`src/rtl/mdu_arbiter.sv`:
```
// mdu_arbiter: shares one multiply/divide unit (MDU) between two requesters.
//
// Round-robin grant in IDLE latches the winner's op/operands, ISSUE waits for
// the MDU to be ready and fires a one-cycle start, BUSY waits for done (with a
// cycle-count abort), and CAPTURE returns the result to the owner with a
// one-cycle rvalid pulse.
//
// Ports
//   clk, rst                 clock, async active-low reset
//   req0/1, op0/1            request and op (0 = MUL, 1 = DIV) per requester
//   a0/1, b0/1               operands (a = multiplicand/dividend, b = multiplier/divisor)
//   gnt0/1                   one-cycle grant, operands taken that cycle
//   rvalid0/1                one-cycle result pulse to the owner
//   res_lo, res_hi, err      result (zero unless rvalid); err = timeout abort
//   arithMUL/DIV, startMDU,  MDU controls
//   ldMDU1/2, in1, in2
//   readyMDU, doneMDU,       MDU status and registered results
//   outMDU1, outMDU2
module mdu_arbiter #(
  parameter int TIMEOUT = 63
) (
  input  logic        clk,
  input  logic        rst,
  input  logic        req0,
  input  logic        req1,
  input  logic        op0,
  input  logic        op1,
  input  logic [15:0] a0,
  input  logic [15:0] a1,
  input  logic [15:0] b0,
  input  logic [15:0] b1,
  output logic        gnt0,
  output logic        gnt1,
  output logic        rvalid0,
  output logic        rvalid1,
  output logic [15:0] res_lo,
  output logic [15:0] res_hi,
  output logic        err,
  output logic        arithMUL,
  output logic        arithDIV,
  output logic        startMDU,
  output logic        ldMDU1,
  output logic        ldMDU2,
  output logic [15:0] in1,
  output logic [15:0] in2,
  input  logic        readyMDU,
  input  logic        doneMDU,
  input  logic [15:0] outMDU1,
  input  logic [15:0] outMDU2
);

  localparam int CW = (TIMEOUT < 2) ? 1 : $clog2(TIMEOUT + 1);

  typedef enum logic [1:0] {IDLE, ISSUE, BUSY, CAPTURE} state_e;

  state_e        state_q, state_d;
  logic          op_q, op_d;
  logic          own_q, own_d;     // owner of the operation in flight
  logic          last_q, last_d;   // last requester granted
  logic          err_q, err_d;
  logic [15:0]   a_q, a_d, b_q, b_d;
  logic [CW-1:0] cnt_q, cnt_d;

  logic win1, any_req, tmo;

  assign any_req = req0 | req1;
  // Requester 1 wins when it is alone, or on a tie when 0 was served last.
  assign win1    = req1 & (~req0 | ~last_q);
  // Counter holds BUSY cycles already spent; this is the last allowed one.
  assign tmo     = (cnt_q == CW'(TIMEOUT - 1));

  // Operand registers only move on a grant, so in IDLE they hold the last
  // operation's values without extra muxing.
  assign in1      = a_q;
  assign in2      = b_q;
  assign arithMUL = (state_q != IDLE) & ~op_q;
  assign arithDIV = (state_q != IDLE) &  op_q;

  always_ff @(posedge clk or negedge rst) begin
    if (!rst) begin
      state_q <= IDLE;
      op_q    <= 1'b0;
      own_q   <= 1'b0;
      last_q  <= 1'b1;
      err_q   <= 1'b0;
      a_q     <= '0;
      b_q     <= '0;
      cnt_q   <= '0;
    end else begin
      state_q <= state_d;
      op_q    <= op_d;
      own_q   <= own_d;
      last_q  <= last_d;
      err_q   <= err_d;
      a_q     <= a_d;
      b_q     <= b_d;
      cnt_q   <= cnt_d;
    end
  end

  always_comb begin
    state_d  = state_q;
    op_d     = op_q;
    own_d    = own_q;
    last_d   = last_q;
    err_d    = err_q;
    a_d      = a_q;
    b_d      = b_q;
    cnt_d    = cnt_q;
    gnt0     = 1'b0;
    gnt1     = 1'b0;
    startMDU = 1'b0;
    ldMDU1   = 1'b0;
    ldMDU2   = 1'b0;
    rvalid0  = 1'b0;
    rvalid1  = 1'b0;
    res_lo   = '0;
    res_hi   = '0;
    err      = 1'b0;

    case (state_q)
      IDLE: begin
        // rst gates the grant: IDLE is also the reset state and grants are
        // combinational, so a held req must not leak through during reset.
        if (rst && any_req) begin
          gnt0    = ~win1;
          gnt1    =  win1;
          own_d   = win1;
          last_d  = win1;
          op_d    = win1 ? op1 : op0;
          a_d     = win1 ? a1  : a0;
          b_d     = win1 ? b1  : b0;
          state_d = ISSUE;
        end
      end
      ISSUE: begin
        // Waiting on readyMDU also keeps us from restarting an MDU that is
        // still finishing an abandoned or aborted operation.
        if (readyMDU) begin
          startMDU = 1'b1;
          cnt_d    = '0;
          state_d  = BUSY;
        end
      end
      BUSY: begin
        if (doneMDU) begin
          ldMDU1  = 1'b1;
          ldMDU2  = 1'b1;
          err_d   = 1'b0;
          state_d = CAPTURE;
        end else if (tmo) begin
          err_d   = 1'b1;
          state_d = CAPTURE;
        end else begin
          cnt_d = cnt_q + 1'b1;
        end
      end
      CAPTURE: begin
        rvalid0 = ~own_q;
        rvalid1 =  own_q;
        err     = err_q;
        res_lo  = err_q ? 16'h0000 : outMDU1;
        res_hi  = err_q ? 16'h0000 : outMDU2;
        state_d = IDLE;
      end
      default: state_d = IDLE;
    endcase
  end

endmodule

```
`config.mk`:
```
export PLATFORM = sky130hd
export DESIGN_NAME = mdu_arbiter
export DESIGN_NICKNAME = d
export VERILOG_FILES = /design/src/rtl/mdu_arbiter.sv
export SDC_FILE = /design/constraint.sdc
export NUM_CORES = 1
export LEC_CHECK = 0
export ABC_AREA = 1
export CAP_MARGIN = 20
export CORE_MARGIN = 4
export CORE_UTILIZATION = 33
export DETAILED_ROUTE_END_ITERATION = 8
export GPL_TIMING_DRIVEN = 0
export PLACE_DENSITY_LB_ADDON = 0.2
export RECOVER_POWER = 50
export SLEW_MARGIN = 20
export SYNTH_ARGS = -nofsm -noshare
export SYNTH_HDL_FRONTEND = slang
export SYNTH_SLANG_ARGS = --single-unit
```
`constraint.sdc`:
```
create_clock -name clk -period 1.27 [get_ports clk]
set_input_delay 0.1905 -clock clk [delete_from_list [all_inputs] [get_ports clk]]
set_output_delay 0.1905 -clock clk [all_outputs]
set_load 0.02 [all_outputs]
```
==> metrics.csv, run 1 <==
metric;value;unit
Yosys top cell area share;0.404;
Design Power;9.83;mW
Distinct cells, synth;25;
Post-DP HPWL;7.07;mm
Num CTS Buffers;5;
Yosys warning count;0;
final hold vios;0;
CP Class;reg -> out;
min-delay worst type;in -> async;
Worst R2R Setup Slack;-0.22;ns
Post-Syn Area;2670;um^2
first-pass GRT wire length;14.6;mm
area grow syn2layout;107;%
vias in the first global route;3030;
minimum clock period;1.70;ns
Compound-Gate Fraction of Synth Area;0.0178;
Initial Util;0.341;
Pleak;2.92;nW
worst path arrival time;1.51;ns
CTS Buffer Depth;2;
DRT iter0 DRCs;99;
commonest non-fill, non-tap cell in the layout;nand2_1;
final setup vio count;84;
worst slack, placed;-1.19;ns
Worst Setup End Kind;output pin;
Synth Area in Adders;0.0282;
detailed-route via count;3185;
combinational family with the most area after synthesis;simple AND/OR/NAND/NOR gates;
drt total wl;9.61;mm
Worst EP required;1.08;ns
status;finished with violations;
Worst setup SP type;register;
violations in the final reports;setup timing;
post-synth top area cell;dfrtp_1;
Clk pin slew, worst setup/hold paths;0.09;ns
synthesized flop and latch total;44;
RSZ-0062 raised after global routing;yes;
setup slack after layout;-0.434;ns
die area;9580;um^2
Total GRT Usage;0.184;
I/O Buffers;177;
Overflow after GRT;0;
antenna violations before repair;0;
largest net degree at the start of global routing;24;
Synth Net Count;522;
FP Rows;32;
Core Area;7810;um^2
clock sink count;44;
layout cells sized above 1;0.262;
Worst Max-Slew Pin Slew;1.07;ns
post-synthesis simple-gate area fraction;0.420;
antenna-violating nets left;0;
part of the cycle the worst path needs;1.34;
H-tree depth;2;
I/O pins;178;
Fin Clk Skew;0.00880;ns
max-cap viol count;0;
global placer's final weighted congestion;0.867;
largest cells by area after synthesis;dfrtp_1 (40%), nand2_1 (33%), inv_1 (6.6%), nor2_1 (5.5%), ha_1 (2.8%);
register area share after synthesis;0.414;
multiplexer share of the synthesized area;0;
Max Slew Vio Count;0;
Synth Area in XOR/XNOR;0.00986;
Peak Freq;587;MHz
Root Buffer;clkbuf_8;
maximum vdd drop;0.875;mV
commonest non-fill, non-tap cells in the layout;nand2_1 (227), clkdlybuf4s50_1 (102), buf_6 (50);
max_slew headroom;0.290;
synthesized instance count;412;
DRC errors left;0;
PwrDens;1780;nW/um^2
CP max FO;4;
synthesized area per cell;6.47;um^2
WL/cell;13.3;um
Die Height;97.9;um
die width;97.9;um
clock latency at the later pin of the worst-skew pair;0.29;ns
Via density;4.41;
Antenna diodes;0;
1st-pass router iterations;4;
CTS tree;built;
nets@finish;730;
==> layout make-up <==
| class | instances | area [um^2] |
|---|---|---|
| inverter | 50 | 205 |
| fill | 615 | 2290 |
| tap | 102 | 128 |
| timing repair buffer | 201 | 2070 |
| multi-input combinational | 302 | 1680 |
| clock buffer | 6 | 82.6 |
| buffer | 16 | 208 |
| sequential | 44 | 1100 |
| clock inverter | 2 | 38.8 |
==> report_power, final <==
group	switching [mW]	leakage, nW	internal (mW)
Combinational	3.39	2.30	2.98
Clock	0.484	0.0614	0.644
Sequential	0.367	0.558	1.97
Total	4.24	2.92	5.59
==> critical path: stages, from the launching register on <==
cell     delay [ns]
dfrtp_2        0.46
inv_2          0.10
ha_4           0.14
inv_4          0.04
nor2_8         0.13
inv_6          0.04
buf_8          0.11
nor2_4         0.07
buf_6          0.12
==> final timing paths <==
path | start | endpoint | depth (start not counted)
hold / removal | rst | in1[6]$_DFFE_PN0P_ | 2
setup reg to reg | state_q[1]$_DFFE_PN0P_ | cnt_q[5]$_DFFE_PN0P_ | 9
hold reg to reg | in2[8]$_DFFE_PN0P_ | in2[8]$_DFFE_PN0P_ | 2
min in group clk | in2[8]$_DFFE_PN0P_ | in2[8]$_DFFE_PN0P_ | 2
setup / recovery | state_q[1]$_DFFE_PN0P_ | gnt0 | 8
max in group asynchronous | rst | in2[4]$_DFFE_PN0P_ | 3
==> logic make-up (layout without fill, tap and decap cells) <==
kind of cell,Yosys count,in the layout
AOI/OAI and AO/OA,6,6
buffers and inverters,66,275
xor gates and xnor gates,3,3
adders and majority gates,6,6
and+or+nand+nor,287,287
DFF,44,44
==> repair_timing <==
action,in CTS,in global routing
setup buffers,13,4
resized for setup,324,48
endpoints found under the hold margin,23,0
pin swaps,10,6
gates cloned,3,1
setup endpoints to repair,116,105
hold buffers,3,0
==> cells in the mapped netlist (all sizes together) <==
cell type / instances
ha: 6
clkbuf: 3
dfrtp: 43
o21bai: 1
xnor2: 2
a21oi: 1
inv: 50
or2: 1
buf: 13
xor2: 1
nand4: 2
nand2: 239
nand3: 4
dfstp: 1
o21ai: 4
nor2: 41
==> registers in the layout, summed over array words and instances (netlist names) <==
| register | count |
|---|---|
| own_q | 1 |
| err_q | 1 |
| state_q | 2 |
| cnt_q | 6 |
| last_q | 1 |
| op_q | 1 |
| in1 | 16 |
| in2 | 16 |
==> per-layer routing <==
metal	vias to the layer above	wire length, um	global-route usage
li1	1612	-	-
met2	141	4930	0.345
met4	0	55	0.0319
met3	4	969	0.0564
met5	-	0	0
met1	1428	3650	0.208
==> stage by stage <==
stage               TNS (ns)  hold slack, ns   util  instance area (um^2)  cells
finish                -20.06           0.162  0.707                  5520    723
global route          -25.77           0.219  0.707                  5520    723
CTS                   -24.66           0.467  0.680                  5310    718
detailed placement    -44.87           0.233  0.616                  4810    692
global placement     -162.27           0.450  0.613                  4790    691
floorplan             -0.251          -0.105      -                  2890    412
Power figures use the tool's default switching activity.
==> run 2, diff against run 1 <==
--- a/config.mk
+++ b/config.mk
@@ -8,7 +8,7 @@
 export ABC_AREA = 1
 export CAP_MARGIN = 20
 export CORE_MARGIN = 4
-export CORE_UTILIZATION = 33
+export CORE_UTILIZATION = 39
 export DETAILED_ROUTE_END_ITERATION = 8
 export GPL_TIMING_DRIVEN = 0
 export PLACE_DENSITY_LB_ADDON = 0.2
==> constraint.sdc (replaced) <==
create_clock -name clk -period 2.1 [get_ports clk]
set_input_delay 0.315 -clock clk [delete_from_list [all_inputs] [get_ports clk]]
set_output_delay 0.315 -clock clk [all_outputs]
set_load 0.02 [all_outputs]
==> run 2 against run 1 <==
The run now ends clean. Clock power is 38% lower. Die area fell by 14%. Clock skew is 0.0048 ns lower. Critical path depth stayed put. Clock-buffer cell count grew 1. Core utilization rose by 0.98 points. Global-route usage is 2.0 points higher. Total power shrank 49%. Non-clock buffer count fell by 16. Hold slack gained 0.080 ns. Routed wire length fell by 10%. Register-to-register slack improved by 0.79 ns. Largest cell class unchanged.
==> metrics.csv, run 2 (same netlist as run 1, synthesis figures left out) <==
metric;value;unit
Worst Setup End Kind;output pin;
Initial Util;0.410;
final hold vios;0;
placed cell area;4560;um^2
die area;8220;um^2
antenna-violating nets left;0;
commonest non-fill, non-tap cells in the layout;nand2_1 (236), clkdlybuf4s50_1 (137), inv_1 (46);
Root Buffer;clkbuf_8;
Cell Chain, Critical Path;inv_1, ha_4, inv_2, nor2_8, inv_4, buf_6, nor2_1, buf_2;
vias in the first global route;2944;
part of the cycle the worst path needs;0.983;
max_slew headroom;0.218;
met1 Use GR;0.244;
area grow syn2layout;74.7;%
Crit Reg-Reg Endpoint;cnt_q[1]$_DFFE_PN0P_;
slowest cell on the critical path;dfrtp_1;
layout cells sized above 1;0.129;
Post-DP HPWL;6.81;mm
first-pass GRT wire length;13.9;mm
R2R depth;8;
reg-to-reg startpoint;state_q[1]$_DFFE_PN0P_;
H-tree depth;2;
Worst setup SP type;register;
commonest non-fill, non-tap cell in the layout;nand2_1;
RSZ-0062 raised after global routing;yes;
Num CTS Buffers;5;
drt total wl;8.63;mm
CP Class;reg -> out;
Finished Cell Area;4660;um^2
Max Slew Vio Count;0;
Peak Freq;485;MHz
nets@finish;714;
Antenna diodes;0;
GR met3 Demand/Resource;0.0542;
global placer's final weighted congestion;0.752;
clock latency at the later pin of the worst-skew pair;0.29;ns
DRC errors left;0;
WL/cell;12.7;um
I/O pins;178;
Core Area;6490;um^2
detailed-route via count;3091;
antenna violations before repair;0;
die width;90.7;um
CTS tree;built;
Most Crowded Layer GR;met2;
PwrDens;1080;nW/um^2
Overflow after GRT;0;
1st-pass router iterations;4;
Via density;4.53;
largest net degree at the start of global routing;23;
clock sink count;44;
max-cap viol count;0;
I/O Buffers;177;
Total GRT Usage;0.204;
Fin Clk Skew;0.00397;ns
Clk pin slew, worst setup/hold paths;0.08;ns
Worst Max-Slew Pin Slew;1.17;ns
Worst R2R Setup Slack;0.57;ns
DRT iter0 DRCs;85;
status;finished clean;
worst path arrival time;1.75;ns
final core occ;0.717;
CTS Buffer Depth;2;
CP max FO;10;
minimum clock period;2.06;ns
maximum vdd drop;0.630;mV
# fillers;561;
Die Height;90.7;um
FP Rows;29;
global-route track usage on met2;0.364;
final setup vio count;0;
Worst EP required;1.78;ns
worst path bufs/invs;5;
min-delay worst type;in -> async;
Pleak;2.62;nW
Top delay family on crit path;buffers and inverters;
CP max stage delay;0.43;ns
-- run 2: layout make-up --
cell class              count  area, um^2  area share
clock buffers               7        96.3      0.0207
plain buffers              16         109      0.0234
multi-input cells         302        1290       0.277
inverters                  50         195      0.0419
clock inverters             1        30.0     0.00645
repair buffers            185        1740       0.373
well taps                  77        96.3      0.0207
flip-flops and latches     44        1100       0.237
-- run 2: what timing repair did --
action / CTS / global route
resized for setup: 62 / 56
hold endpoints to repair: 22 / 0
endpoints found under the setup margin: 37 / 36
hold buffers: 2 / 0
setup buffers: 0 / 5
pin swaps: 1 / 2
-- run 2: report_power, final --
part           switching [mW]  internal [mW]  total (mW)
Combinational            1.62           1.29        2.91
Sequential              0.206           1.19        1.39
Clock                   0.285          0.420       0.705
Total                    2.12           2.90        5.01
-- run 2: metal layers --
metal	part of all wire	vias to the layer above	routed length, um
met3	0.088	8	759
met5	0	-	0
met4	0.013	0	109
li1	-	1575	-
met2	0.48	134	4150
met1	0.42	1374	3610
-- run 2: worst max path at each step --
| stage | from | end | depth (start not counted) |
|---|---|---|---|
| finish | state_q[1]$_DFFE_PN0P_ | gnt0 | 8 |
| detailed placement | rst | gnt0 | 8 |
| global placement | rst | gnt0 | 7 |
| CTS | state_q[1]$_DFFE_PN0P_ | gnt0 | 8 |
| global route | state_q[1]$_DFFE_PN0P_ | gnt0 | 8 |
| floorplan | state_q[0]$_DFFE_PN0P_ | gnt0 | 7 |
-- run 2: worst reg2reg max path, delay by kind of cell (launching register included) --
kind / cells / cell delay [ns]
AO/OA/AOI/OAI: 1 / 0.15
AND/OR/NAND/NOR: 5 / 0.54
flip-flops: 1 / 0.42
adder cells (fa/ha/maj): 1 / 0.21
buffers and inverters: 1 / 0.11
-- run 2: per-stage QoR --
step	TNS, ns	hold WS, ns	cells	power [mW]	setup slack (ns)
CTS	-0.0791	0.0835	677	5.05	-0.0791
global placement	-75.69	0.449	666	4.32	-2.10
finish	0	0.242	682	5.01	0.0365
global route	-0.0752	0.241	682	5.36	-0.0643
detailed placement	-2.24	0.332	667	4.39	-0.532
floorplan	0	0.0194	412	2.96	0.391
